File: config.mk
export PLATFORM = sky130hd
export DESIGN_NAME = write_back
export DESIGN_NICKNAME = d
export VERILOG_FILES = /design/src/rtl/write_back.sv
export SDC_FILE = /design/constraint.sdc
export NUM_CORES = 1
export LEC_CHECK = 0
export ABC_AREA = 1
export CORE_ASPECT_RATIO = 0.7
export CORE_MARGIN = 5
export CORE_UTILIZATION = 25
export CTS_BUF_LIST = sky130_fd_sc_hd__clkbuf_4
export DETAILED_ROUTE_END_ITERATION = 6
export SLEW_MARGIN = 20
export SYNTH_ARGS = -nofsm -noshare
export SYNTH_HDL_FRONTEND = slang
export SYNTH_SLANG_ARGS = --single-unit
File: constraint.sdc
create_clock -name clk -period 4.5 [get_ports clk]
set_input_delay 0.45 -clock clk [delete_from_list [all_inputs] [get_ports clk]]
set_output_delay 0.45 -clock clk [all_outputs]
set_load 0.05 [all_outputs]
File: src/rtl/write_back.sv
// Final pipeline stage: registers memory-stage results, drives the
// register-file write port, bypass copy, retire counter and TRAP halt.
module write_back #(
  parameter int         CNT_W       = 32,
  parameter logic [5:0] TRAP_OPCODE = 6'h11,
  parameter logic [5:0] NOP_FUNCT   = 6'h15
) (
  input  logic             clk,
  input  logic             reset,
  input  logic             stall,
  input  logic [1:0]       NextDInSrc,
  input  logic             NextRegWE,
  input  logic [5:0]       NextRegWAddr,
  input  logic [31:0]      NextMEMDout,
  input  logic [31:0]      NextALUOut,
  input  logic [31:0]      NextFPUOut,
  input  logic [31:0]      NextPCPlusFour,
  input  logic [5:0]       NextOpcode,
  input  logic [5:0]       NextFunct,
  output logic             RegWE,
  output logic [5:0]       RegWAddr,
  output logic [31:0]      RegWData,
  output logic             PrevWE,
  output logic [5:0]       PrevWAddr,
  output logic [31:0]      PrevWData,
  output logic [CNT_W-1:0] RetireCount,
  output logic             Halted
);

  typedef struct packed {
    logic [1:0]  src;
    logic        we;
    logic [5:0]  waddr;
    logic [5:0]  opcode;
    logic [5:0]  funct;
    logic [31:0] mem;
    logic [31:0] alu;
    logic [31:0] fpu;
    logic [31:0] pc4;
  } wb_t;

  typedef enum logic {
    RUN,
    HALT
  } state_t;

  wb_t    st;
  state_t state;
  logic   commit;
  logic   bubble;

  assign commit   = !stall && (state == RUN);
  assign bubble   = (st.opcode == 6'h00) &&
                    (st.funct == NOP_FUNCT);
  assign RegWE    = commit && st.we &&
                    (st.waddr != 6'd0);
  assign RegWAddr = st.waddr;

  // Stage register: load when not stalled, reset to a bubble.
  always_ff @(posedge clk) begin
    if (!reset) begin
      st        <= '0;
      st.funct  <= NOP_FUNCT;
    end else if (!stall) begin
      st.src    <= NextDInSrc;
      st.we     <= NextRegWE;
      st.waddr  <= NextRegWAddr;
      st.opcode <= NextOpcode;
      st.funct  <= NextFunct;
      st.mem    <= NextMEMDout;
      st.alu    <= NextALUOut;
      st.fpu    <= NextFPUOut;
      st.pc4    <= NextPCPlusFour;
    end
  end

  // Write-back data source select.
  always_comb begin
    RegWData = st.alu;
    unique case (1'b1)
      (st.src == 2'b00): RegWData = st.alu;
      (st.src == 2'b01): RegWData = st.mem;
      (st.src == 2'b10): RegWData = st.fpu;
      (st.src == 2'b11): RegWData = st.pc4;
      default:           RegWData = st.alu;
    endcase
  end

  // Bypass copy of the last committed register write.
  always_ff @(posedge clk) begin
    if (!reset) begin
      PrevWE    <= 1'b0;
      PrevWAddr <= 6'd0;
      PrevWData <= 32'd0;
    end else if (RegWE) begin
      PrevWE    <= 1'b1;
      PrevWAddr <= RegWAddr;
      PrevWData <= RegWData;
    end
  end

  // Retired-instruction counter, bubbles excluded.
  always_ff @(posedge clk) begin
    if (!reset) begin
      RetireCount <= '0;
    end else if (commit && !bubble) begin
      RetireCount <= RetireCount + CNT_W'(1);
    end
  end

  // Run/halt FSM: a committed TRAP halts until reset.
  always_ff @(posedge clk) begin
    if (!reset) begin
      state  <= RUN;
      Halted <= 1'b0;
    end else begin
      unique case (state)
        RUN: begin
          if (commit && st.opcode == TRAP_OPCODE) begin
            state  <= HALT;
            Halted <= 1'b1;
          end
        end
        HALT: begin
          state  <= HALT;
          Halted <= 1'b1;
        end
        default: begin
          state  <= RUN;
          Halted <= 1'b0;
        end
      endcase
    end
  end

endmodule

==> qor_table.md <==
| Quantity | Value |
|:---|:---|
| Number of global-route vias before repair | 9295 |
| Final count of pins violating max slew | 0 |
| Routed Wire Length | 32840 µm |
| Routability congestion estimate | 0.8353 |
| Number of cells on the worst hold path | 2 |
| Post-synth net total | 1501 |
| Type of the setup path with the least slack | reg2out |
| Number of buffers created by CTS | 58 |
| Number of cells upsized or downsized after cts | 0 |
| I/O Buffers | 262 |
| Transition at the pin with the smallest max-transition slack | 1059 ps |
| Min Tclk post-route | 3791 ps |
| # nets final | 1743 |
| Initial standard-cell utilization of the core | 25.17% |
| Cell-by-cell listing of the critical path | inv_1, nor2_4, nand2_1, nand4_1, clkdlybuf4s50_1 |
| Clock-pin slew of the registers on the worst-case setup and hold paths | 60 ps |
| Highest ir drop seen on vdd | 0.1690 mV |
| Post-synthesis area per instance | 6.907 µm² |
| Area added between synthesis and finish | 38.74% |
| # setup viols final | 0 |
| Average routed wire per standard cell | 15.53 µm |
| Initial antenna violation count | 6 |
| Height of the die | 171.5 µm |
| First-pass GRT wire length | 50840 µm |
| Final worst clock skew | 47.07 ps |
| Num ports | 263 |
| Setup TNS | 0 ps |
| Insertion delay of the later-clocked pin in the worst-skew pair | 730 ps |
| Maximum fanout encountered on the critical timing path | 32 |
| R2R depth | 6 |
| Die ar. | 41260 µm² |
| Hold Crit Start | stall |
| Crit share post-route | 84.24% |
| Leakage power total | 5.143 nW |
| DRC | 0 |
| Post-synth cell types | 28 |
| TritonCTS clock tree | yes |
| Part of the power in the clock network | 37.0% |
| Endpoint type of the worst setup path | output pin |
| Count of routing violations after the opening detailed-route iteration | 670 |
| Die Width | 240.7 µm |
| Reg2reg start | st[147] |
| Fraction of layout instances using a drive strength above 1 | 7.143% |
| Launching element type of the critical path | register |
| Synth Instances | 1348 |
| Detailed-route vias per instance | 4.502 |
| Largest net degree at the start of global routing | 110 |
| Count of endpoints failing hold in the final timing report | 0 |
| Overflow after GRT | 0 |
| Status | finished, final reports clean |
| Clock H-tree levels | 2 |
| Dominant delay contributor by cell family on the critical path | simple AND/OR/NAND/NOR gates |
| Int Pwr | 3.278 mW |
| Pre-CTS setup slack | 1456 ps |
| Relative slew slack | 29.23% |
| Part of the power in combinational logic | 17.4% |
| Achievable Freq | 263.8 MHz |
| Netlist area before placement | 9310 µm² |
| Sequential area share after synthesis | 47.74% |
| Total power per unit cell area | 363.8 nW/µm² |
| Final ANT Viol Nets | 0 |
| Setup repair after global routing missed its margin | false |
| Root cell of the clock tree | sky130_fd_sc_hd__clkbuf_4 |
| Worst min-delay path endpoint | st[148] |
| Register-to-Register Setup Slack | 2420 ps |
| Synth Register Bits | 222 |
| Clock sink count | 222 |
| Core Box Area | 36980 µm² |
| Bufs on Longest Clock Path | 3 |
| Pre-antenna DRT Iters | 6 |
| Final setup slack of the worst path | 709.2 ps |
| Combined global-route utilization of all metal layers | 15.36% |
| HPWL reported at the end of detailed placement | 22400 µm |
| Cell with the biggest individual delay on the critical path | sky130_fd_sc_hd__clkdlybuf4s50_1 |
| Data arrival time of the critical path | 3340 ps |
| Crit path buf inv count | 2 |
| Yosys warning count | 0 |
| Register share of total power | 45.7% |
| Row cnt | 59 |
| Hold buffer count at CTS | 0 |
| Psw | 1.421 mW |
| Maximum single-stage delay on the critical path | 840 ps |
| Reg2reg end | PrevWData[11] |
| Proportion of total power due to net switching | 30.24% |
| Post-CTS setup-driven buffer insertion count | 0 |
| Overall via count from detail_route | 9521 |
| Max-cap violation count | 0 |
| Type of the worst min-delay path | in2reg |
| Required time of the critical path | 4050 ps |
## per-stage QoR
stage	utilization (%)	power [mW]	std cells	cell area (µm²)	hold WS (ps)
3_5_place_dp	33.03	3.008	2018	12220	464.5
6_report	34.93	4.699	2115	12920	172.7
3_3_place_gp	33.03	2.999	2018	12220	459.0
5_1_grt	34.93	4.977	2115	12920	121.6
2_1_floorplan	-	2.667	1348	9310	448.3
4_1_cts	34.91	4.799	2112	12910	61.86
## worst max path at each step
stage                         startpoint              end  slack [ps]  cells past startpoint
after floorplan           RetireCount[0]  RetireCount[24]        2630                      8
after global placement           st[147]      RegWData[1]        1500                      5
after detailed placement         st[147]      RegWData[1]        1460                      5
after CTS                        st[147]      RegWData[1]         580                      5
after global routing             st[147]     RegWData[11]         470                      5
final                            st[147]     RegWData[11]         710                      5
## worst reg2reg max path, stage by stage, from the launching register on
cell and delay (ps):
sky130_fd_sc_hd__dfxtp_1 470, sky130_fd_sc_hd__inv_1 130, sky130_fd_sc_hd__nor2_4 810, sky130_fd_sc_hd__nand2_1 180, sky130_fd_sc_hd__nand4_1 180, sky130_fd_sc_hd__nor2_1 50
sky130_fd_sc_hd__nor2_1 150
## layout make-up
class	count	area (µm²)
fill	3913	24070
inverter	65	246.5
clock buffer	82	615.6
clock inverter	12	77.57
multi-input combinational	974	4223
antenna	3	7.507
sequential	222	4444
timing repair buffer	269	2693
tap	488	610.6
## metal layers
layer	part of all wire, %	GRT usage, %	vias up
met2	43	23.29	302
met5	0.12	0	-
met4	2.1	4.758	6
met1	46	20.92	4345
met3	8.8	4.921	60
li1	-	-	4808
## power by group through the flow
stage               sequential (mW)  combinational [mW]  clock [mW]
detailed placement             2.19               0.820           0
global route                   2.16               0.886        1.93
floorplan                      2.25               0.419           0
CTS                            2.14               0.824        1.83
global placement               2.19               0.812           0
finish                         2.15               0.817        1.74
## cells in the final DEF (no fill, tap or decap)
master	netlist	final
sky130_fd_sc_hd__buf_12	0	2
sky130_fd_sc_hd__nand2_2	3	3
sky130_fd_sc_hd__clkdlybuf4s50_1	0	259
sky130_fd_sc_hd__inv_4	0	1
sky130_fd_sc_hd__inv_2	2	2
sky130_fd_sc_hd__nor2_1	413	410
sky130_fd_sc_hd__bufinv_16	0	1
sky130_fd_sc_hd__ha_1	1	1
sky130_fd_sc_hd__nand4_1	40	40
sky130_fd_sc_hd__clkinv_2	0	1
sky130_fd_sc_hd__nor2_4	3	6
sky130_fd_sc_hd__nand3_1	38	38
sky130_fd_sc_hd__nand2_1	234	234
sky130_fd_sc_hd__nor3_1	7	7
sky130_fd_sc_hd__clkbuf_4	0	82
sky130_fd_sc_hd__buf_4	6	8
sky130_fd_sc_hd__a41oi_1	1	1
sky130_fd_sc_hd__and3_1	1	1
sky130_fd_sc_hd__o21ai_1	15	15
sky130_fd_sc_hd__nand3b_1	1	1
sky130_fd_sc_hd__inv_1	63	63
sky130_fd_sc_hd__o211ai_1	3	3
sky130_fd_sc_hd__nand3_2	2	2
sky130_fd_sc_hd__inv_6	0	1
sky130_fd_sc_hd__a21oi_1	27	27
sky130_fd_sc_hd__clkinv_1	0	8
sky130_fd_sc_hd__diode_2	0	3
sky130_fd_sc_hd__or2_4	1	1
sky130_fd_sc_hd__o21ai_0	173	173
sky130_fd_sc_hd__xnor2_1	4	4
sky130_fd_sc_hd__nor2_2	6	6
sky130_fd_sc_hd__xor2_1	1	1
sky130_fd_sc_hd__dfxtp_1	222	222
## flip-flops by register name (all words and copies together) (netlist names)
register and count:
Halted 1, PrevWAddr 6, PrevWData 32, PrevWE 1, RegWAddr 6, RetireCount 32
st 143, state 1
## cell usage after synthesis
cell	number	area share [%]
sky130_fd_sc_hd__nor2_1	413	17
sky130_fd_sc_hd__nand2_1	234	9.4
sky130_fd_sc_hd__dfxtp_1	222	48
sky130_fd_sc_hd__o21ai_0	173	9.3
sky130_fd_sc_hd__inv_1	63	2.5
sky130_fd_sc_hd__clkbuf_1	46	1.9
sky130_fd_sc_hd__nand4_1	40	2.7
sky130_fd_sc_hd__nand3_1	38	2.0
sky130_fd_sc_hd__buf_2	28	1.5
sky130_fd_sc_hd__a21oi_1	27	1.5
sky130_fd_sc_hd__o21ai_1	15	0.81
sky130_fd_sc_hd__nor3_1	7	0.38
sky130_fd_sc_hd__buf_4	6	0.48
sky130_fd_sc_hd__nor2_2	6	0.40
sky130_fd_sc_hd__buf_6	5	0.60
sky130_fd_sc_hd__xnor2_1	4	0.38
sky130_fd_sc_hd__nand2_2	3	0.20
sky130_fd_sc_hd__nor2_4	3	0.36
sky130_fd_sc_hd__o211ai_1	3	0.24
sky130_fd_sc_hd__buf_1	2	0.081
sky130_fd_sc_hd__inv_2	2	0.081
sky130_fd_sc_hd__nand3_2	2	0.22
sky130_fd_sc_hd__a41oi_1	1	0.094
sky130_fd_sc_hd__and3_1	1	0.067
sky130_fd_sc_hd__ha_1	1	0.13
sky130_fd_sc_hd__nand3b_1	1	0.081
sky130_fd_sc_hd__or2_4	1	0.094
sky130_fd_sc_hd__xor2_1	1	0.094
## kinds of logic (layout without fill, tap and decap cells)
group / count (synthesis) / after routing / share of synthesized area, %
AOI/OAI and AO/OA: 219 / 219 / 11.89
xor gates and xnor gates: 5 / 5 / 0.4703
adders and majority gates: 1 / 1 / 0.1344
buffers and inverters: 152 / 428 / 7.150
DFF: 222 / 222 / 47.74
other: 0 / 3 / 0
and+or+nand+nor: 749 / 749 / 32.62
Power figures use the tool's default switching activity.
